===== config.mk =====
export PLATFORM = sky130hd
export DESIGN_NAME = cpu_controller_flat
export DESIGN_NICKNAME = d
export VERILOG_FILES = /design/src/rtl/cpu_controller_if.sv /design/src/rtl/cpu_controller.sv /design/src/flat_wrapper.sv
export SDC_FILE = /design/constraint.sdc
export NUM_CORES = 1
export LEC_CHECK = 0
export CORE_MARGIN = 2
export CORE_UTILIZATION = 30
export CTS_CLUSTER_SIZE = 8
export DETAILED_ROUTE_END_ITERATION = 16
export GPL_TIMING_DRIVEN = 0
export PLACE_DENSITY = 0.69
export SLEW_MARGIN = 20
export SYNTH_ARGS = -nofsm -noshare
export SYNTH_HDL_FRONTEND = slang
export SYNTH_SLANG_ARGS = --single-unit

===== constraint.sdc =====
create_clock -name clk -period 1.3 [get_ports clk]
set_input_delay 0.26 -clock clk [delete_from_list [all_inputs] [get_ports clk]]
set_output_delay 0.26 -clock clk [all_outputs]
set_load 0.05 [all_outputs]

===== src/rtl/cpu_controller_if.sv =====
// Handshake and datapath-control bundle between the CPU top and cpu_controller.
// The master drives the instruction side; the slave (controller) drives controls.
interface cpu_controller_if #(
    parameter int IW = 16,
    parameter int RW = 3
);
    logic [IW-1:0] in;
    logic          load;
    logic          s;
    logic          w;
    logic [RW-1:0] readnum;
    logic [RW-1:0] writenum;
    logic          write;
    logic          vsel;
    logic          loada;
    logic          loadb;
    logic          loadc;
    logic          loads;
    logic          asel;
    logic          bsel;
    logic [1:0]    shift;
    logic [1:0]    ALUop;
    logic [IW-1:0] datapath_in;
    logic          err;

    modport master (
        output in, load, s,
        input  w, readnum, writenum, write, vsel,
        input  loada, loadb, loadc, loads, asel, bsel,
        input  shift, ALUop, datapath_in, err
    );

    modport slave (
        input  in, load, s,
        output w, readnum, writenum, write, vsel,
        output loada, loadb, loadc, loads, asel, bsel,
        output shift, ALUop, datapath_in, err
    );
endinterface


===== src/rtl/cpu_controller.sv =====
// Instruction register, decoder and Moore sequencer for the 16-bit datapath.
// Optional CPU_CTRL_ILLEGAL_TRAP_EN: illegal instructions set err and halt.
module cpu_controller #(
    parameter int IW = 16,
    parameter int RW = 3
) (
    input  logic              clk,
    input  logic              rst_n,
    cpu_controller_if.slave   bus
);

    typedef enum logic [2:0] {
        S_WAIT      = 3'd0,
        S_DECODE    = 3'd1,
        S_WRITE_IMM = 3'd2,
        S_GET_A     = 3'd3,
        S_GET_B     = 3'd4,
        S_ALU       = 3'd5,
        S_WRITE_REG = 3'd6
`ifdef CPU_CTRL_ILLEGAL_TRAP_EN
        ,
        S_HALT      = 3'd7
`endif
    } state_e;

    state_e        state_q;
    state_e        state_d;
    logic [IW-1:0] ir_q;
    logic [IW-1:0] ir_d;

    logic [2:0]    opcode;
    logic [1:0]    op;
    logic [RW-1:0] rn;
    logic [RW-1:0] rd;
    logic [RW-1:0] rm;
    logic [1:0]    sh;

    logic          is_mov_imm;
    logic          is_mov_reg;
    logic          is_alu;
    logic          is_cmp;
    logic          is_mvn;
    logic          is_two_op;

    assign opcode = ir_q[15:13];
    assign op     = ir_q[12:11];
    assign rn     = ir_q[10:8];
    assign rd     = ir_q[7:5];
    assign sh     = ir_q[4:3];
    assign rm     = ir_q[2:0];

    assign is_mov_imm = (opcode == 3'b110) && (op == 2'b10);
    assign is_mov_reg = (opcode == 3'b110) && (op == 2'b00);
    assign is_alu     = (opcode == 3'b101);
    assign is_cmp     = is_alu && (op == 2'b01);
    assign is_mvn     = is_alu && (op == 2'b11);
    assign is_two_op  = is_alu && !is_mvn;

    // IR captures on load regardless of state
    assign ir_d = bus.load ? bus.in : ir_q;

    always_ff @(posedge clk or negedge rst_n) begin
        if (!rst_n) begin
            state_q <= S_WAIT;
            ir_q    <= '0;
        end else begin
            state_q <= state_d;
            ir_q    <= ir_d;
        end
    end

`ifdef CPU_CTRL_ILLEGAL_TRAP_EN
    logic err_q;
    logic err_d;

    always_ff @(posedge clk or negedge rst_n) begin
        if (!rst_n) begin
            err_q <= 1'b0;
        end else begin
            err_q <= err_d;
        end
    end

    assign bus.err = err_q;
`else
    assign bus.err = 1'b0;
`endif

    always_comb begin
        state_d = state_q;
`ifdef CPU_CTRL_ILLEGAL_TRAP_EN
        err_d   = err_q;
`endif
        unique case (state_q)
            S_WAIT: begin
                if (bus.s) begin
                    state_d = S_DECODE;
                end
            end
            S_DECODE: begin
                unique case (1'b1)
                    is_mov_imm:            state_d = S_WRITE_IMM;
                    is_mov_reg || is_mvn:  state_d = S_GET_B;
                    is_two_op:             state_d = S_GET_A;
                    default: begin
`ifdef CPU_CTRL_ILLEGAL_TRAP_EN
                        state_d = S_HALT;
                        err_d   = 1'b1;
`else
                        state_d = S_WAIT;
`endif
                    end
                endcase
            end
            S_WRITE_IMM: state_d = S_WAIT;
            S_GET_A:     state_d = S_GET_B;
            S_GET_B:     state_d = S_ALU;
            S_ALU: begin
                state_d = is_cmp ? S_WAIT : S_WRITE_REG;
            end
            S_WRITE_REG: state_d = S_WAIT;
`ifdef CPU_CTRL_ILLEGAL_TRAP_EN
            S_HALT:      state_d = S_HALT;
`endif
            default:     state_d = S_WAIT;
        endcase
    end

    logic          w_o;
    logic [RW-1:0] readnum_o;
    logic [RW-1:0] writenum_o;
    logic          write_o;
    logic          vsel_o;
    logic          loada_o;
    logic          loadb_o;
    logic          loadc_o;
    logic          loads_o;
    logic          asel_o;
    logic [1:0]    shift_o;
    logic [1:0]    aluop_o;

    always_comb begin
        w_o        = 1'b0;
        readnum_o  = '0;
        writenum_o = '0;
        write_o    = 1'b0;
        vsel_o     = 1'b0;
        loada_o    = 1'b0;
        loadb_o    = 1'b0;
        loadc_o    = 1'b0;
        loads_o    = 1'b0;
        asel_o     = 1'b0;
        shift_o    = 2'b00;
        aluop_o    = 2'b00;
        unique case (state_q)
            S_WAIT: w_o = 1'b1;
            S_WRITE_IMM: begin
                writenum_o = rn;
                write_o    = 1'b1;
            end
            S_GET_A: begin
                readnum_o = rn;
                loada_o   = 1'b1;
            end
            S_GET_B: begin
                readnum_o = rm;
                loadb_o   = 1'b1;
            end
            S_ALU: begin
                shift_o = sh;
                aluop_o = is_alu ? op : 2'b00;
                asel_o  = is_mov_reg || is_mvn;
                loads_o = is_cmp;
                loadc_o = !is_cmp;
            end
            S_WRITE_REG: begin
                writenum_o = rd;
                write_o    = 1'b1;
                vsel_o     = 1'b1;
            end
            default: ;
        endcase
    end

    assign bus.w           = w_o;
    assign bus.readnum     = readnum_o;
    assign bus.writenum    = writenum_o;
    assign bus.write       = write_o;
    assign bus.vsel        = vsel_o;
    assign bus.loada       = loada_o;
    assign bus.loadb       = loadb_o;
    assign bus.loadc       = loadc_o;
    assign bus.loads       = loads_o;
    assign bus.asel        = asel_o;
    // No imm5 forms exist yet
    assign bus.bsel        = 1'b0;
    assign bus.shift       = shift_o;
    assign bus.ALUop       = aluop_o;
    assign bus.datapath_in = {{(IW-8){ir_q[7]}}, ir_q[7:0]};

endmodule

===== src/flat_wrapper.sv =====
// flat-port wrapper written by rule: the top's interface ports become plain ports
module cpu_controller_flat 
#(
    parameter int IW = 16,
    parameter int RW = 3
)
  (clk, rst_n, bus_in, bus_load, bus_s, bus_w, bus_readnum, bus_writenum, bus_write, bus_vsel, bus_loada, bus_loadb, bus_loadc, bus_loads, bus_asel, bus_bsel, bus_shift, bus_ALUop, bus_datapath_in, bus_err);
  cpu_controller_if #(.IW(IW), .RW(RW)) bus_i ();
  input  logic clk;
  input  logic rst_n;
  input wire logic [$bits(bus_i.in)-1:0] bus_in;
  input wire logic [$bits(bus_i.load)-1:0] bus_load;
  input wire logic [$bits(bus_i.s)-1:0] bus_s;
  output wire logic [$bits(bus_i.w)-1:0] bus_w;
  output wire logic [$bits(bus_i.readnum)-1:0] bus_readnum;
  output wire logic [$bits(bus_i.writenum)-1:0] bus_writenum;
  output wire logic [$bits(bus_i.write)-1:0] bus_write;
  output wire logic [$bits(bus_i.vsel)-1:0] bus_vsel;
  output wire logic [$bits(bus_i.loada)-1:0] bus_loada;
  output wire logic [$bits(bus_i.loadb)-1:0] bus_loadb;
  output wire logic [$bits(bus_i.loadc)-1:0] bus_loadc;
  output wire logic [$bits(bus_i.loads)-1:0] bus_loads;
  output wire logic [$bits(bus_i.asel)-1:0] bus_asel;
  output wire logic [$bits(bus_i.bsel)-1:0] bus_bsel;
  output wire logic [$bits(bus_i.shift)-1:0] bus_shift;
  output wire logic [$bits(bus_i.ALUop)-1:0] bus_ALUop;
  output wire logic [$bits(bus_i.datapath_in)-1:0] bus_datapath_in;
  output wire logic [$bits(bus_i.err)-1:0] bus_err;
  assign bus_i.in = bus_in;
  assign bus_i.load = bus_load;
  assign bus_i.s = bus_s;
  assign bus_w = bus_i.w;
  assign bus_readnum = bus_i.readnum;
  assign bus_writenum = bus_i.writenum;
  assign bus_write = bus_i.write;
  assign bus_vsel = bus_i.vsel;
  assign bus_loada = bus_i.loada;
  assign bus_loadb = bus_i.loadb;
  assign bus_loadc = bus_i.loadc;
  assign bus_loads = bus_i.loads;
  assign bus_asel = bus_i.asel;
  assign bus_bsel = bus_i.bsel;
  assign bus_shift = bus_i.shift;
  assign bus_ALUop = bus_i.ALUop;
  assign bus_datapath_in = bus_i.datapath_in;
  assign bus_err = bus_i.err;
  cpu_controller #(.IW(IW), .RW(RW)) u_core (.clk(clk), .rst_n(rst_n), .bus(bus_i));
endmodule

## Yosys cells after proc, flatten, opt, wreduce, memory -nomap -nowiden

Index checks and enable logic that the tools add are counted.

- Equal/unequal tests: 12
- Mux-type cells: 17
- Reductions and logical operators: 11

Operators with widths:

| kind | number |
|---|---|
| == test 3 bit, second input constant | 5 |
| one-hot mux 3 bit (5 select lines) | 1 |
| one-hot mux 3 bit (2 select lines) | 2 |
| one-hot mux 3 bit (3 select lines) | 1 |
| 2-to-1 mux 1 bit | 8 |
| == test 3 x 2 -> 1 bit, second input constant | 2 |
| 2-to-1 mux 2 bit | 3 |
| 2-to-1 mux 3 bit | 2 |
| logical AND 1 bit | 5 |
| == test 2 bit, second input constant | 2 |
| == test 3 x 1 -> 1 bit, second input constant | 1 |
| zero test 3 bit | 1 |
| == test 2 x 1 -> 1 bit, second input constant | 1 |
| zero test 1 bit | 2 |
| zero test 2 bit | 1 |
| != test 2 bit, second input constant | 1 |
| OR reduction 2 bit | 1 |
| logical OR 1 bit | 1 |

- Register bits: 19
- Input bits: 20
- Logic and storage cells: 42

## Depth between registers and ports, before layout

Gate-level depths: netlist (run 1).

- Word-level depth: 6
- Mapped depth: 4
- Mapped depth without buffers: 4

## Least setup slack after synthesis (run 1)

No wires, ideal clock.

- Kind: reg-to-output
- Start point: reg u_core.state_q[1]
- End point: out bus_readnum[0]
- Data arrival time: 2,430 ps
- Data required time: 1,040 ps
- Slack: -1,390 ps
- Stages on the path, launching flop included: 4
- Path buffers: 1
- Path through: dfrtp_1 > buf_6 > nor3b_1 > a22o_1

- Word-level cells in the longest chain between the ends: 2
- Elaborated cells on any way between the ends: 3

Ends and longest elaborated chain:

| item | RTL line | source |
|---|---|---|
| start: declaration | cpu_controller.sv:26 | `state_e state_q;` |
| start signal: assignment | cpu_controller.sv:67 | `state_q <= state_d;` |
| == test 3 bit / == test 3 x 2 -> 1 bit (equally long branches) | cpu_controller.sv:155 | `unique case (state_q)` |
| one-hot mux 3 bit (2 select lines) (*) | cpu_controller.sv:155 |  |
| end: declaration | flat_wrapper.sv:15 | `output wire logic [$bits(bus_i.readnum)-1:0] bus_readnum;` |

Every way passes the cells marked *; elsewhere a longest branch is shown, timed or not.

## Worst setup path in the final report (run 1)

- Start point: reg u_core.state_q[1]
- End point: out bus_ALUop[0]

- Word-level cells in the longest chain between the ends: 2

Ends and longest elaborated chain:

| item | RTL line | source |
|---|---|---|
| == test 3 bit | cpu_controller.sv:155 |  |
| 2-to-1 mux 2 bit | cpu_controller.sv:155 |  |
| end: declaration | flat_wrapper.sv:26 | `output wire logic [$bits(bus_i.ALUop)-1:0] bus_ALUop;` |

Every way passes these cells.

==> results of run 1 <==
==> logic make-up after synthesis <==
logic type | after synthesis | share of synthesized area [%]
and+or+nand+nor | 31 | 16.1
muxes | 18 | 17.5
DFF | 19 | 41.8
AOI/OAI and AO/OA | 13 | 8.25
buffers and inverters | 26 | 16.1
other | 1 | 0.330
==> flip-flops by register name (all words and copies together), names as in the netlist <==
register	count
u_core.ir_q	16
u_core.state_q	3
==> worst max-delay path by stage <==
stage                                        from             end  slack [ps]  cells past startpoint
floorplan           u_core.state_q[1]$_DFFE_PN0P_  bus_readnum[0]        -360                      3
global placement    u_core.state_q[1]$_DFFE_PN0P_    bus_ALUop[0]       -1090                      5
detailed placement  u_core.state_q[1]$_DFFE_PN0P_    bus_ALUop[0]       -1140                      5
CTS                 u_core.state_q[1]$_DFFE_PN0P_    bus_ALUop[0]        -430                      6
global route        u_core.state_q[1]$_DFFE_PN0P_    bus_ALUop[0]        -500                      6
finish              u_core.state_q[1]$_DFFE_PN0P_    bus_ALUop[0]        -440                      6
==> layout by cell type, fill, tap and decap left out, types with 2 or more instances in the layout <==
cell type and n:
a22o_4 3, and2_4 3, buf_2 5, buf_4 27
buf_6 26, buf_8 19, clkbuf_4 2, clkbuf_8 3
clkdlybuf4s50_1 18, conb_1 2, dfrtp_1 11, dfrtp_2 8
inv_1 2, mux2_2 14, mux2i_4 2, nand2_1 5
nor2_1 2, nor2_2 3, nor2_4 5, nor3_4 2
nor3b_4 2, o21ai_0 4
==> metal layers <==
metal	GRT usage (%)	part of all wire, %	vias to the layer above
li1	-	-	518
met1	19.4	41	511
met2	28.1	53	24
met3	2.40	4.1	2
met4	6.77	1.0	0
met5	0	0	-
==> power by group through the flow <==
stage | Sequential [mW] | Clock, mW | Combinational [mW]
floorplan | 0.800 | 0 | 1.03
global placement | 0.823 | 0 | 1.39
detailed placement | 0.832 | 0 | 1.40
CTS | 0.818 | 0.419 | 1.79
global route | 0.837 | 0.453 | 2.04
finish | 0.824 | 0.416 | 1.96
==> cell type report <==
class	instances	area, um2
Buffer	20	183
Clock buffer	3	41.3
Clock inverter	1	5.00
Fill cell	277	1350
Inverter	4	21.3
Multi-Input combinational cell	64	696
Sequential cell	19	485
Tap cell	48	60.1
Timing Repair Buffer	77	818
==> worst register-to-register path, cell delays in order (launching register included) <==
cell and delay (ps):
dfrtp_2 440, nand3b_4 210, buf_4 160, or4b_4 470, a21oi_2 140
==> through the flow <==
| step | TNS (ps) | instances | setup WS (ps) |
|---|---|---|---|
| floorplan | -3840 | 109 | -364 |
| global placement | -20190 | 209 | -1090 |
| detailed placement | -21180 | 209 | -1140 |
| CTS | -6620 | 235 | -427 |
| global route | -7950 | 236 | -501 |
| finish | -6680 | 236 | -445 |
==> what timing repair did <==
item,in CTS,in global routing
gates cloned,0,0
pin swaps,8,6
setup buffers,23,4
gates resized for setup,263,30
endpoints found under the setup margin,37,34
hold endpoints to repair,0,0
==> results.toml, run 1 <==
[floorplanning]
die_height_um = 65.6
boundaryPins = 56
dieWidth_um = 65.6
core-area_um2 = 3660
rows = 22
initial_core_util_pct = 31.1
die_area_um2 = 4300

[cts]
cts-root-buf = "clkbuf_8"
cts_buffer_depth = 2
cts_tree = "built"
htree_levels = 1
clock-sinks = 19
clk_latency_ps = 260
cts_hold_buf = 0
tritoncts.num_buffers = 3
cts.clk_slew.worst_paths_ps = 80

[final_layout]
areaGrowthSynthToFinish_pct = 103
stdcell_area_um2 = 2310
layout-drive-gt1-share_pct = 73.9
fin_nets = 209
diodes = 0
finish.utilization_pct = 63.1

[worst_setup_path]
cp.required_ps = 1040
path_cells = "buf_6, nand3b_1, buf_6, nor2_4, and2_4, buf_8"
cpMaxStageDelayCell = "dfrtp_1"
crit_path_start_kind = "flop"
worst_path_most_repeated_cell = "buf_6"
rr_worst_depth = 4
rrSetupSlack_ps = -200
end_kind = "primary output"
timing.rr.start = "u_core.ir_q[14]$_DFFE_PN0P_"
critPathMaxStageDelay_ps = 380
crit_type = "reg -> out"
path_buf_inv = 3
cp_top_family = "buffers and inverters"
reg2reg_to = "u_core.state_q[0]$_DFFE_PN0P_"
cp_max_fo = 7
arrival_ps = 1480

[power]
swShare_pct = 42.5
p_leak_nw = 1.02
powerDensity_nw_per_um2 = 1380
comb_power_share_pct = 61.2
total_power_mw = 3.20
irDropWorstVdd_v = 0.000542
intPower_mw = 1.84
switchingPower_mw = 1.36
power_frac_seq_pct = 25.8
pwr-share-clk_pct = 13.0

[logic_synthesis]
synth_cells = 108
syn_area_per_cell_um2 = 10.5
synth_edf_count = 0
yosysMostFrequentCell = "dfrtp_1"
synth_ff_type = "dfrtp_1"
synth.distinct_cells = 27
yosysTopAreaCell = "dfrtp_1"
synthArstFlopShare_pct = 100
yosys_warnings = 0
ys_top_cells_by_count = "19 x dfrtp_1, 18 x buf_4, 15 x mux2_2"
ys_seq_area_share_pct = 41.8
syn-cell-area_um2 = 1140
synthTopCellsByArea = "dfrtp_1 42%, mux2_2 15%, buf_4 12%"
ys_ff_latch = 19
synth_top_area_share_pct = 41.8

[route]
antenna_left = 0
dr.pass1.iters = 4
via_per_inst = 4.47
drtIter0Drc = 21
wl_per_cell_um = 14.1
num_vias = 1055
drc = 0
wl_um = 3320

[global_routing]
overflow = 0
antenna_found_initial = 0
grt_use_total_pct = 16.0
grt_pass1_vias = 1083
grt_pass1_wl_um = 5210
grt_max_degree = 20

[sta]
post-route-min-period_ps = 1740
setup_violations = 28
skew_ps = 5.78
worst_pin_slew_ps = 839
worst_slack_ps = -445
timing.final.crit_share_pct = 134
fmax_mhz = 573
slew_viol_final = 0
hold_viol = 0
rsz0062_at_grt = "true"
slew_headroom_pct = 43.9
whs_ps = 426

[place]
io_buffers = 52
gp_congestion = 0.808
post_dp_cell_area_um2 = 1840
dpl.hpwl_um = 2200

[min_path]
hp-start = "bus_load"
min_to = "u_core.ir_q[15]$_DFFE_PN0P_"
whs_path_depth = 2
min_path_type = "in -> reg"

[run]
drv_cap = 0

[status]
violations = "setup timing"
status = "finished with violations"
Note: power is estimated with default switching activity, not from simulation.
==> run 2: changes to the inputs <==
--- a/config.mk
+++ b/config.mk
@@ -11,7 +11,6 @@
 export DETAILED_ROUTE_END_ITERATION = 16
 export GPL_TIMING_DRIVEN = 0
 export PLACE_DENSITY = 0.69
-export SLEW_MARGIN = 20
 export SYNTH_ARGS = -nofsm -noshare
 export SYNTH_HDL_FRONTEND = slang
 export SYNTH_SLANG_ARGS = --single-unit
==> results of run 2 <==
Same layout as run 1: the final DEF is identical, and so are final timing and power.
